===== src/rtl/uart_pkg.sv =====
// Shared UART definitions: receiver state encoding and baud-timing helper,
// used by both the receiver and the transmitter.
package uart_pkg;

    typedef enum logic [2:0] {
        IDLE      = 3'd0,
        START     = 3'd1,
        DATA      = 3'd2,
        STOP      = 3'd3,
        WAIT_IDLE = 3'd4
    } uart_rx_state;

    // Clocks per bit, integer-truncated.
    function automatic int pulse_width(input int clk_freq, input int baud);
        return clk_freq / baud;
    endfunction

endpackage


===== src/rtl/uart_rx_sync.sv =====
// Multi-flop synchroniser for the asynchronous serial line; resets to the
// idle-high level and is never gated by the clock enable.
module uart_rx_sync #(
    parameter int DEPTH = 2
) (
    input  logic clk,
    input  logic reset_n,
    input  logic d_i,
    output logic q_o
);

    logic [DEPTH-1:0] sync_q;

    // Shift chain: oldest sample sits at the MSB.
    always_ff @(posedge clk) begin
        if (!reset_n) begin
            sync_q <= {DEPTH{1'b1}};
        end else begin
            sync_q <= {sync_q[DEPTH-2:0], d_i};
        end
    end

    assign q_o = sync_q[DEPTH-1];

endmodule


===== src/rtl/uart_rx.sv =====
// 8N1 UART receiver: mid-bit sampling of the synchronised line, byte delivery
// on a valid/ready handshake, framing-error pulse and sticky overrun flag.
module uart_rx
    import uart_pkg::*;
#(
    parameter int DATA_WIDTH = 8,
    parameter int BAUD_RATE  = 115_200,
    parameter int CLK_FREQ   = 50_000_000
) (
    input  logic                  clk,
    input  logic                  reset_n,
    input  logic                  ena,
    input  logic                  rx_signal,
    output logic [DATA_WIDTH-1:0] rx_data,
    output logic                  rx_valid,
    input  logic                  rx_ready,
    output logic                  rx_frame_err,
    output logic                  rx_overrun
);

    localparam int PULSE_WIDTH      = pulse_width(CLK_FREQ, BAUD_RATE);
    localparam int HALF_PULSE_WIDTH = PULSE_WIDTH / 2;
    localparam int CNT_W            = $clog2(PULSE_WIDTH) + 1;
    localparam int BIT_W            = $clog2(DATA_WIDTH) + 1;

    localparam logic [CNT_W-1:0] CNT_HALF = CNT_W'(HALF_PULSE_WIDTH - 1);
    localparam logic [CNT_W-1:0] CNT_FULL = CNT_W'(PULSE_WIDTH - 1);
    localparam logic [CNT_W-1:0] CNT_ONE  = CNT_W'(1);
    localparam logic [CNT_W-1:0] CNT_ZERO = CNT_W'(0);
    localparam logic [BIT_W-1:0] BIT_LAST = BIT_W'(DATA_WIDTH - 1);
    localparam logic [BIT_W-1:0] BIT_ONE  = BIT_W'(1);
    localparam logic [BIT_W-1:0] BIT_ZERO = BIT_W'(0);

    logic                  rx_s;
    uart_rx_state          state_q,     state_d;
    logic [CNT_W-1:0]      clk_cnt_q,   clk_cnt_d;
    logic [BIT_W-1:0]      bit_cnt_q,   bit_cnt_d;
    logic [DATA_WIDTH-1:0] shift_q,     shift_d;
    logic [DATA_WIDTH-1:0] data_q,      data_d;
    logic                  valid_q,     valid_d;
    logic                  frame_err_q, frame_err_d;
    logic                  overrun_q,   overrun_d;
    logic                  deliver_s;
    logic                  consume_s;
    logic                  cnt_done_s;

    uart_rx_sync #(
        .DEPTH (2)
    ) u_sync (
        .clk     (clk),
        .reset_n (reset_n),
        .d_i     (rx_signal),
        .q_o     (rx_s)
    );

    assign cnt_done_s = (clk_cnt_q == CNT_ZERO);
    assign consume_s  = valid_q & rx_ready;

    // State and output registers; everything holds when ena is low except the
    // framing-error pulse, which must never stretch across a gated cycle.
    always_ff @(posedge clk) begin
        if (!reset_n) begin
            state_q     <= IDLE;
            clk_cnt_q   <= CNT_ZERO;
            bit_cnt_q   <= BIT_ZERO;
            shift_q     <= {DATA_WIDTH{1'b0}};
            data_q      <= {DATA_WIDTH{1'b0}};
            valid_q     <= 1'b0;
            frame_err_q <= 1'b0;
            overrun_q   <= 1'b0;
        end else if (ena) begin
            state_q     <= state_d;
            clk_cnt_q   <= clk_cnt_d;
            bit_cnt_q   <= bit_cnt_d;
            shift_q     <= shift_d;
            data_q      <= data_d;
            valid_q     <= valid_d;
            frame_err_q <= frame_err_d;
            overrun_q   <= overrun_d;
        end else begin
            frame_err_q <= 1'b0;
        end
    end

    // Next-state: bit timing, deserialisation and the output handshake.
    always_comb begin
        state_d     = state_q;
        clk_cnt_d   = clk_cnt_q;
        bit_cnt_d   = bit_cnt_q;
        shift_d     = shift_q;
        data_d      = data_q;
        valid_d     = valid_q;
        overrun_d   = overrun_q;
        frame_err_d = 1'b0;
        deliver_s   = 1'b0;

        case (state_q)
            IDLE: begin
                if (!rx_s) begin
                    clk_cnt_d = CNT_HALF;
                    state_d   = START;
                end else begin
                    state_d = IDLE;
                end
            end
            START: begin
                if (!cnt_done_s) begin
                    clk_cnt_d = clk_cnt_q - CNT_ONE;
                end else if (rx_s) begin
                    state_d = IDLE;
                end else begin
                    clk_cnt_d = CNT_FULL;
                    bit_cnt_d = BIT_ZERO;
                    state_d   = DATA;
                end
            end
            DATA: begin
                if (!cnt_done_s) begin
                    clk_cnt_d = clk_cnt_q - CNT_ONE;
                end else begin
                    // LSB arrives first, so shifting in at the MSB leaves bit 0 at the bottom.
                    shift_d   = {rx_s, shift_q[DATA_WIDTH-1:1]};
                    clk_cnt_d = CNT_FULL;
                    bit_cnt_d = bit_cnt_q + BIT_ONE;
                    if (bit_cnt_q == BIT_LAST) begin
                        state_d = STOP;
                    end else begin
                        state_d = DATA;
                    end
                end
            end
            STOP: begin
                if (!cnt_done_s) begin
                    clk_cnt_d = clk_cnt_q - CNT_ONE;
                end else if (rx_s) begin
                    deliver_s = 1'b1;
                    state_d   = IDLE;
                end else begin
                    frame_err_d = 1'b1;
                    state_d     = WAIT_IDLE;
                end
            end
            WAIT_IDLE: begin
                // A held-low break must return high before a new start bit counts.
                if (rx_s) begin
                    state_d = IDLE;
                end else begin
                    state_d = WAIT_IDLE;
                end
            end
            default: begin
                state_d = IDLE;
            end
        endcase

        if (deliver_s) begin
            data_d  = shift_q;
            valid_d = 1'b1;
            if (valid_q && !rx_ready) begin
                overrun_d = 1'b1;
            end else if (consume_s) begin
                overrun_d = 1'b0;
            end else begin
                overrun_d = overrun_q;
            end
        end else if (consume_s) begin
            valid_d   = 1'b0;
            overrun_d = 1'b0;
        end else begin
            valid_d   = valid_q;
            overrun_d = overrun_q;
        end
    end

    assign rx_data      = data_q;
    assign rx_valid     = valid_q;
    assign rx_frame_err = frame_err_q;
    assign rx_overrun   = overrun_q;

endmodule

===== config.mk =====
export PLATFORM = sky130hd
export DESIGN_NAME = uart_rx
export DESIGN_NICKNAME = d
export VERILOG_FILES = /design/src/rtl/uart_pkg.sv /design/src/rtl/uart_rx_sync.sv /design/src/rtl/uart_rx.sv
export SDC_FILE = /design/constraint.sdc
export NUM_CORES = 1
export LEC_CHECK = 0
export ABC_AREA = 1
export BUFFER_PORTS_ARGS = -buffer_cell sky130_fd_sc_hd__buf_2
export CAP_MARGIN = 25
export CORE_MARGIN = 3
export CORE_UTILIZATION = 45
export CTS_CLUSTER_DIAMETER = 50
export CTS_CLUSTER_SIZE = 40
export DETAILED_ROUTE_END_ITERATION = 12
export SKIP_CTS_REPAIR_TIMING = 1
export SLEW_MARGIN = 20
export SYNTH_ARGS = -nofsm -noshare
export SYNTH_HDL_FRONTEND = slang
export SYNTH_HIERARCHICAL = 1
export SYNTH_SLANG_ARGS = --single-unit

===== constraint.sdc =====
create_clock -name clk -period 2.1 [get_ports clk]
set_clock_uncertainty 0.05 [all_clocks]
set_input_delay 0 -clock clk [delete_from_list [all_inputs] [get_ports clk]]
set_output_delay 0 -clock clk [all_outputs]
set_load 0.01 [all_outputs]

==> run_results.csv, run 1 <==
group,metric,value,unit
place,globalplace.congestion,0.855,
place,pre_cts_slack,0.474,ns
global_routing,antenna_found_initial,0,
worst_setup_path,crit_required,2.28,ns
synthesis,synth_compound_area_share,9.78,%
global_routing,grt_pass1_wl,6880,um
global_routing,grt_util_all_layers,16.9,%
floorplan,ioPinCount,16,
cells_and_area,mostFrequentLayoutCells,"nand2_1, dfxtp_1, nor2_1",
route,drtIter0Drc,102,
hold_path,worstHoldStart,"ena",
synthesis,yosys.area_share.xor_xnor,2.30,%
timing,setup_ws,0.476,ns
floorplan,die_x,71.1,um
synthesis,yosys.area_share.adder,1.97,%
pwr,internal_power,1.10,mW
pwr,seqPwrFrac,48.5,%
synthesis,synth_top_family_by_area,"simple AND/OR/NAND/NOR gates",
hold_path,hold-path-endpoint,"rx_valid",
global_routing,grt_pass1_vias,1545,
worst_setup_path,cp_max_fo,12,
timing,finalHoldViolations,0,
synthesis,synth_cells,274,
timing,max_slew_margin,66.9,%
worst_setup_path,cp-end-kind,"register",
cells_and_area,final_common_cell,"nand2_1",
timing,holdWs,0.0495,ns
timing,period_needed,1.62,ns
place,portBuffers,15,
clocking,cts_max_level,2,
cells_and_area,diodes,0,
synthesis,synth_simple_gate_area_share,36.6,%
pwr,powerDensity,736,nW/um2
place,hpwl,2780,um
floorplan,fp-row-count,23,
floorplan,die_y,71.1,um
run,drv_cap,0,
floorplan,coreArea,4030,um2
synthesis,synth_area,1910,um2
timing,maxSlewViolCount,0,
route,detail_route.wl_per_cell,11.2,um
synthesis,synth.avg_cell_area,6.95,um2
worst_setup_path,rr_startpoint,"clk_cnt_q[0]",
synthesis,muxShareOfSynthArea,0,%
global_routing,grt_max_degree,28,
timing,rsz0062_at_grt,"false",
worst_setup_path,regToRegSetupSlack,0.48,ns
clocking,clock_latency,0.28,ns
route,dr.pass1.iters,4,
timing,setup_violations,0,
timing,tightest_slew,0.495,ns
timing,fmax,616,MHz
clocking,numCtsBuffers,5,
clocking,cts_buffer_depth,2,
status,status,"complete, no violations",
pwr,ir_drop,0.373,mV
clocking,path_clk_slew,0.07,ns
pwr,switchingPower,461,uW
synthesis,yosysWarnings,6,
synthesis,yosys_register_bits,38,
cells_and_area,syn2layout_area_growth,11.4,%
pwr,leakage,1.02,nW
route,viasPerCell,4.86,
cells_and_area,drive_above_1_share,16.0,%
pwr,p_sw_share,29.5,%
floorplan,initial_core_util,47.3,%
worst_setup_path,critPathArrivalTime,1.80,ns
route,drt_wl_total,3850,um
pwr,p_clk_share,33.1,%
route,postRouteAntennaNets,0,
route,drc_errors,0,
global_routing,overflow,0,
pwr,p_comb_share,18.4,%
synthesis,ys_seq_area_share,39.9,%
synthesis,ys_types,27,
clocking,cts_tree,"built",
synthesis,syn-num-nets,282,
route,vias,1672,
worst_setup_path,worstSetupPathType,"reg -> reg",
worst_setup_path,regToRegEndpoint,"bit_cnt_q[0]",
hold_path,hp-class,"in -> reg",
timing,fin_tns_setup,0,ns
worst_setup_path,reg2regPathDepth,8,
worst_setup_path,cp-start-kind,"register",
timing,finalCritPeriodShare,77.4,%
cells_and_area,nets,301,
hold_path,whs_path_depth,4,
floorplan,die_area,5050,um2
clocking,root_buffer,"clkbuf_8",
clocking,cts_num_sinks,38,
[through the flow]
stage | instance area [um2] | utilization, % | total power, mW | cells
after global placement | 2010 | 49.9 | 1.06 | 334
after detailed placement | 2010 | 49.9 | 1.06 | 334
after CTS | 2100 | 52.2 | 1.58 | 342
final | 2120 | 52.7 | 1.56 | 344
after global routing | 2120 | 52.7 | 1.65 | 344
after floorplan | 1910 | - | 0.998 | 274
[worst max-delay path: stages, from the launching register on]
cell     delay (ns)
dfxtp_1        0.32
inv_1          0.11
ha_1           0.19
nand3_2        0.13
nor2_4         0.14
nand2_2        0.10
nor2_4         0.28
o21ai_0        0.12
nor2_1         0.11
[power by group through the flow]
stage	logic, mW	clock network (mW)	registers [mW]
global route	0.329	0.561	0.760
detailed placement	0.284	0	0.775
global placement	0.283	0	0.775
finish	0.287	0.516	0.758
floorplan	0.229	0	0.769
CTS	0.285	0.536	0.758
[cell usage after synthesis, drive strengths merged]
master / instances / area share, %
nor4: 1 / 0.33
nor3: 6 / 2.2
a21oi: 24 / 6.9
o21ai: 11 / 2.9
nand2: 81 / 17
nand3: 14 / 5.3
buf: 4 / 1.7
nor2: 44 / 10
xnor2: 2 / 0.92
nand3b: 2 / 0.79
clkbuf: 2 / 0.39
dfxtp: 38 / 40
nand4: 2 / 0.99
xor2: 3 / 1.4
ha: 3 / 2.0
inv: 37 / 7.3
[logic make-up after synthesis]
logic type | count (synthesis)
simple gates | 150
buf+inv | 43
flops | 38
compound gates | 35
xor+xnor | 5
fa+ha+maj | 3
[routing by layer]
metal | GRT usage (%) | up-vias | wire length, um
met5 | 0 | - | 0
met4 | 5.64 | 0 | 42
met3 | 3.69 | 5 | 138
met2 | 26.2 | 27 | 1640
met1 | 23.4 | 750 | 2030
li1 | - | 890 | -
[final cells by class]
class	count	area [um2]
inverters	37	139
repair buffers	18	103
well taps	50	62.6
fillers	414	1910
clock buffers	7	86.3
multi-input cells	193	966
flip-flops and latches	38	761
clock inverters	1	5.00
[worst max path at each step]
stage	start	to	slack, ns	cells past startpoint
floorplan	clk_cnt_q[0]	rx_data[1]	0.64	8
global placement	clk_cnt_q[0]	rx_data[7]	0.50	7
detailed placement	clk_cnt_q[0]	bit_cnt_q[0]	0.47	8
CTS	clk_cnt_q[0]	bit_cnt_q[0]	0.46	8
global route	clk_cnt_q[0]	shift_q[7]	0.24	8
finish	clk_cnt_q[0]	bit_cnt_q[0]	0.48	8
[state kept, by name (all words and copies together) (netlist names), named ones only]
signal and cells:
rx_data 8, bit_cnt_q 4, rx_valid 1, clk_cnt_q 10, rx_frame_err 1, shift_q 8
state_q 3, u_sync/sync_q 2
No activity file was read; power rests on OpenSTA's default activity.
==> inputs of run 2 (changes only) <==
--- a/config.mk
+++ b/config.mk
@@ -13,6 +13,7 @@
 export CTS_CLUSTER_DIAMETER = 50
 export CTS_CLUSTER_SIZE = 40
 export DETAILED_ROUTE_END_ITERATION = 12
+export PLACE_DENSITY = 0.65
 export SKIP_CTS_REPAIR_TIMING = 1
 export SLEW_MARGIN = 20
 export SYNTH_ARGS = -nofsm -noshare
==> constraint.sdc (replaced) <==
create_clock -name clk -period 1.4 [get_ports clk]
set_clock_uncertainty 0.05 [all_clocks]
set_input_delay 0 -clock clk [delete_from_list [all_inputs] [get_ports clk]]
set_output_delay 0 -clock clk [all_outputs]
set_load 0.01 [all_outputs]
==> run 2 against run 1 <==
The flow now finishes with violations (setup timing). Via count rose by 12%. Routed wire length rose by 24%. Clock power rose by 120%. Critical endpoint is now clk_cnt_q[3]. Largest cell class unchanged. Global-route usage rose by 1.4 points.
==> run_results.csv, run 2 (same netlist as run 1, synthesis figures left out) <==
group,metric,value,unit
status,status,"complete, but fails checks",
status,violations,"setup timing",
cells_and_area,drive_above_1_share,35.1,%
floorplan,coreArea,4030,um2
global_routing,overflow,0,
worst_setup_path,cp_max_fo,5,
pwr,p_clk_share,37.7,%
worst_setup_path,worstSetupPathType,"reg -> reg",
route,vias,1880,
place,globalplace.congestion,0.849,
worst_setup_path,regToRegSetupSlack,-0.08,ns
clocking,root_buffer,"clkbuf_8",
timing,finalCritPeriodShare,105,%
floorplan,ioPinCount,16,
route,viasPerCell,4.83,
worst_setup_path,startpoint,"state_q[0]",
place,portBuffers,15,
cells_and_area,largest_reg_flops,10,
timing,setup_ws,-0.0768,ns
floorplan,die_area,5050,um2
global_routing,grt_max_degree,27,
route,postRouteAntennaNets,0,
route,drt_wl_total,4770,um
timing,setup_violations,27,
worst_setup_path,crit_required,1.58,ns
timing,max_slew_margin,67.4,%
pwr,powerDensity,1120,nW/um2
clocking,cts_buffer_depth,2,
pwr,p_sw_share,27.6,%
pwr,seqPwrFrac,38.1,%
clocking,cts_num_sinks,38,
floorplan,die_y,71.1,um
worst_setup_path,rr_startpoint,"state_q[0]",
timing,tightest_slew,0.488,ns
worst_setup_path,cp-end-kind,"register",
route,dr.pass1.iters,4,
global_routing,grt_pass1_wl,7320,um
timing,rsz0062_at_grt,"true",
cells_and_area,multi_input_area,1100,um2
cells_and_area,fin_util,66.2,%
cells_and_area,seq_area,767,um2
global_routing,grt_util_all_layers,18.3,%
hold_path,worstHoldStart,"ena",
route,drtIter0Drc,124,
clocking,cts_tree,"built",
timing,fin_tns_setup,-0.837,ns
timing,finalHoldViolations,0,
cells_and_area,syn2layout_area_growth,40.1,%
pwr,internal_power,2.16,mW
clocking,cts_max_level,2,
route,drc_errors,0,
pwr,leakage,1.28,nW
worst_setup_path,cp-start-kind,"register",
floorplan,initial_core_util,47.3,%
cells_and_area,nets,346,
route,detail_route.wl_per_cell,12.3,um
cells_and_area,final_common_cell,"nand2_1",
global_routing,antenna_found_initial,0,
pwr,p_comb_share,24.2,%
timing,fmax,677,MHz
global_routing,grt_pass1_vias,1690,
cells_and_area,top_register,"clk_cnt_q",
cells_and_area,fin_area,2670,um2
clocking,path_clk_slew,0.08,ns
run,drv_cap,0,
clocking,clock_latency,0.29,ns
pwr,switchingPower,821,uW
pwr,ir_drop,0.539,mV
place,dpl_cell_area,2340,um2
timing,period_needed,1.48,ns
cells_and_area,diodes,0,
cells_and_area,n_fill_cell,341,
cells_and_area,mostFrequentLayoutCells,"nand2_1, buf_4, dfxtp_1",
hold_path,hp-class,"in -> reg",
worst_setup_path,critPathArrivalTime,1.66,ns
clocking,numCtsBuffers,5,
timing,maxSlewViolCount,0,
place,hpwl,3050,um
floorplan,fp-row-count,23,
floorplan,die_x,71.1,um
[run 2: cell type report]
class	instances	area share, %
inverters	37	5.30
repair buffers	61	17.1
flip-flops and latches	38	28.7
clock inverters	3	2.58
well taps	50	2.34
clock buffers	5	2.58
multi-input cells	195	41.4
[run 2: path summary, 6_finish.rpt]
path                                    endpoint  depth (start not counted)
worst min-delay path                    rx_valid                          5
worst max-delay path                clk_cnt_q[3]                          6
worst min register to register  u_sync/sync_q[1]                          2
worst max register to register      clk_cnt_q[3]                          6
[run 2: stage by stage]
step / total power, mW / hold slack, ns / cells / setup slack (ns)
global placement: 1.74 / 0.122 / 373 / -0.0915
CTS: 2.85 / -0.182 / 381 / -0.177
finish: 2.98 / 0.107 / 389 / -0.0768
floorplan: 1.51 / 0.0187 / 274 / -0.0350
global route: 3.10 / 0.135 / 389 / -0.188
detailed placement: 1.74 / 0.124 / 373 / -0.149
[run 2: power groups by stage]
stage | sequential, mW | combinational, mW | clock [mW]
3_5_place_dp | 1.15 | 0.583 | 0
4_1_cts | 1.13 | 0.590 | 1.13
3_3_place_gp | 1.15 | 0.582 | 0
6_report | 1.13 | 0.720 | 1.12
5_1_grt | 1.14 | 0.787 | 1.17
2_1_floorplan | 1.15 | 0.354 | 0
[run 2: per-layer routing]
metal / global-route usage [%] / wire length (um) / vias to the layer above
met2: 28.5 / 2230 / 31
li1: - / - / 983
met1: 25.2 / 2300 / 859
met3: 4.40 / 183 / 7
met5: 0 / 0 / -
met4: 5.22 / 52 / 0
[run 2: critical path, cell delays in order (launching register included)]
cell,delay [ns]
dfxtp_1,0.41
nand2_1,0.11
nor2_2,0.40
inv_1,0.13
nand2_1,0.12
a21oi_1,0.07
nor2_1,0.13
==> inputs of run 3 (changes only) <==
--- a/config.mk
+++ b/config.mk
@@ -8,7 +8,7 @@
 export ABC_AREA = 1
 export BUFFER_PORTS_ARGS = -buffer_cell sky130_fd_sc_hd__buf_2
 export CAP_MARGIN = 25
-export CORE_MARGIN = 3
+export CORE_MARGIN = 2
 export CORE_UTILIZATION = 45
 export CTS_CLUSTER_DIAMETER = 50
 export CTS_CLUSTER_SIZE = 40
@@ -18,5 +18,4 @@
 export SLEW_MARGIN = 20
 export SYNTH_ARGS = -nofsm -noshare
 export SYNTH_HDL_FRONTEND = slang
-export SYNTH_HIERARCHICAL = 1
 export SYNTH_SLANG_ARGS = --single-unit
==> run 3 against run 2 <==
The flow still finishes with violations (setup timing). Sequential share of layout area grew 0.14 points. Fmax shrank 13%. Worst setup slack got worse by 0.21 ns. Combinational power is 44% lower. Hold slack worse by 0.10 ns. Register-to-register slack worse by 0.21 ns. Critical path depth rose by 6. Via count rose by 2.3%. Sequential power about the same. Synthesized area grew 1.8%. Synthesized cell count shrank 0.36%. Critical endpoint is now clk_cnt_q[9].
==> run_results.csv, run 3 <==
group,metric,value,unit
status,status,"complete, but fails checks",
status,violations,"setup timing",
worst_setup_path,regToRegEndpoint,"clk_cnt_q[9]",
pwr,powerDensity,929,nW/um2
pwr,seqPwrFrac,45.1,%
route,drc_errors,0,
synthesis,synth.avg_cell_area,7.11,um2
worst_setup_path,crit_end,"clk_cnt_q[9]",
timing,finalCritPeriodShare,121,%
global_routing,overflow,0,
route,dr.pass1.iters,4,
timing,holdWs,0.00249,ns
worst_setup_path,cp-end-kind,"register",
cells_and_area,final_common_cell,"nor2_1",
cells_and_area,mostFrequentLayoutCells,"nor2_1, nand2_1, dfxtp_1",
timing,max_slew_margin,53.6,%
worst_setup_path,critPathArrivalTime,1.82,ns
synthesis,muxShareOfSynthArea,0,%
synthesis,yosys_register_bits,38,
floorplan,die_x,69.7,um
clocking,cts_num_sinks,38,
synthesis,synth_edf_count,0,
worst_setup_path,crit_chain,"inv_2, ha_4, inv_2, nor2_4, nand3_2, nor2_4, buf_4, a21oi_4, buf_4, nand4_1, nand2_1, nor2_1",
pwr,p_clk_share,38.4,%
synthesis,synth_most_common_cell,"nand2_1",
pwr,p_sw_share,25.8,%
route,vias,1923,
clocking,numCtsBuffers,5,
cells_and_area,layoutNonFillerInstCount,381,
cells_and_area,nets,339,
timing,setup_violations,36,
timing,period_needed,1.69,ns
cells_and_area,largest_reg_flops,10,
worst_setup_path,crit_slowest_cell,"dfxtp_2",
synthesis,yosys.area_share.adder,1.93,%
synthesis,ys.flop_type,"dfxtp_1",
synthesis,ys_types,31,
clocking,clock_latency,0.29,ns
pwr,internal_power,1.83,mW
cells_and_area,top_register,"clk_cnt_q",
place,portBuffers,15,
global_routing,top_usage_layer,"met2",
floorplan,die_area,4850,um2
place,hpwl,3350,um
pwr,ir_drop,0.854,mV
clocking,cts_buffer_depth,2,
synthesis,synthTopCellsByArea,"dfxtp_1, nand2_1, nor2_1, nor3_1, inv_1",
worst_setup_path,cp_max_fo,4,
synthesis,synth_area,1940,um2
worst_setup_path,regToRegSetupSlack,-0.29,ns
floorplan,coreArea,4090,um2
synthesis,synth_compound_area_share,9.61,%
pwr,p_comb_share,16.5,%
clocking,path_clk_slew,0.08,ns
place,dpl_cell_area,2330,um2
place,dp.cells,367,
floorplan,fp-row-count,23,
worst_setup_path,startpoint,"clk_cnt_q[0]",
timing,maxSlewViolCount,0,
route,drtIter0Drc,146,
worst_setup_path,rr_startpoint,"clk_cnt_q[0]",
timing,fmax,592,MHz
global_routing,grt_util_met3,4.36,%
cells_and_area,fin_area,2650,um2
route,drt_wl_total,4930,um
worst_setup_path,reg2regPathDepth,12,
clocking,cts_max_level,2,
synthesis,ys_seq_area_share,39.2,%
route,detail_route.wl_per_cell,12.9,um
hold_path,hp-class,"in -> reg",
worst_setup_path,worstSetupPathType,"reg -> reg",
timing,rsz0062_at_grt,"true",
place,pre_cts_slack,-0.234,ns
run,drv_cap,0,
synthesis,synth_area_leader_cell,"dfxtp_1",
global_routing,grt_use_met2,32.7,%
floorplan,die_y,69.7,um
worst_setup_path,cp-start-kind,"register",
clocking,root_buffer,"clkbuf_8",
global_routing,grt_pass1_vias,1804,
global_routing,grt_util_all_layers,19.6,%
synthesis,synth_cells,273,
cells_and_area,drive_above_1_share,38.1,%
global_routing,groute.layer.met1.usage,25.5,%
timing,finalHoldViolations,0,
timing,setup_ws,-0.289,ns
pwr,leakage,1.21,nW
global_routing,grt_pass1_wl,7840,um
synthesis,synth.top_cell.area_share,39.2,%
route,postRouteAntennaNets,0,
synthesis,synth_simple_gate_area_share,40.7,%
global_routing,antenna_found_initial,0,
floorplan,initial_core_util,47.5,%
synthesis,yosys.area_share.xor_xnor,1.81,%
synthesis,synthArstFlopShare,0,%
route,viasPerCell,5.05,
timing,tightest_slew,0.695,ns
floorplan,ioPinCount,16,
pwr,switchingPower,633,uW
place,globalplace.congestion,0.912,
synthesis,yosysWarnings,0,
worst_setup_path,crit_required,1.53,ns
cells_and_area,diodes,0,
synthesis,syn-num-nets,281,
timing,fin_tns_setup,-6.33,ns
synthesis,ys_top_cells_by_count,"nand2_1, nor2_1, dfxtp_1",
clocking,cts_tree,"built",
synthesis,synth_top_family_by_area,"simple AND/OR/NAND/NOR gates",
cells_and_area,syn2layout_area_growth,36.4,%
pwr,power,2.46,mW
cells_and_area,fin_util,64.8,%
global_routing,grt_max_degree,21,
worst_setup_path,cp_slowest_stage_delay,0.34,ns
run 3: worst min path at each step:
stage | depth (start not counted) | startpoint | to
6_report | 3 | ena | rx_frame_err
5_1_grt | 3 | ena | rx_frame_err
4_1_cts | 2 | rx_signal | u_sync.sync_q[0]
3_5_place_dp | 2 | rx_signal | u_sync.sync_q[0]
3_3_place_gp | 2 | rx_signal | u_sync.sync_q[0]
2_1_floorplan | 1 | rx_signal | u_sync.sync_q[0]
run 3: area by class of cell:
type,count,area [um2]
inverter,27,104
clock inverter,1,30.0
timing repair buffer,53,385
multi-input combinational,206,1220
clock buffer,6,82.6
tap,50,62.6
sequential,38,764
fill,354,1440
run 3: power groups by stage:
stage	combinational [mW]	sequential, mW	clock (mW)
floorplan	0.219	1.13	0
global route	0.445	1.11	1.00
global placement	0.332	1.13	0
finish	0.406	1.11	0.943
CTS	0.333	1.11	0.963
detailed placement	0.330	1.13	0
run 3: kinds of logic after synthesis:
logic type,count (synthesis)
XOR/XNOR,4
AO/OA/AOI/OAI,33
buffers and inverters,31
flip-flops,38
AND/OR/NAND/NOR,164
adder cells (fa/ha/maj),3
run 3: metal layers:
layer | share of wire [%] | vias up
met2 | 48 | 43
met5 | 0 | -
met3 | 4.6 | 8
met4 | 1.2 | 0
li1 | - | 1003
met1 | 46 | 869
run 3: worst max-delay path, delay by kind of cell (launching register included):
| kind | cells | cell delay [ns] |
|---|---|---|
| adder cells (fa/ha/maj) | 1 | 0.15 |
| flip-flops | 1 | 0.34 |
| AND/OR/NAND/NOR | 6 | 0.36 |
| AO/OA/AOI/OAI | 1 | 0.25 |
| buffers and inverters | 4 | 0.44 |
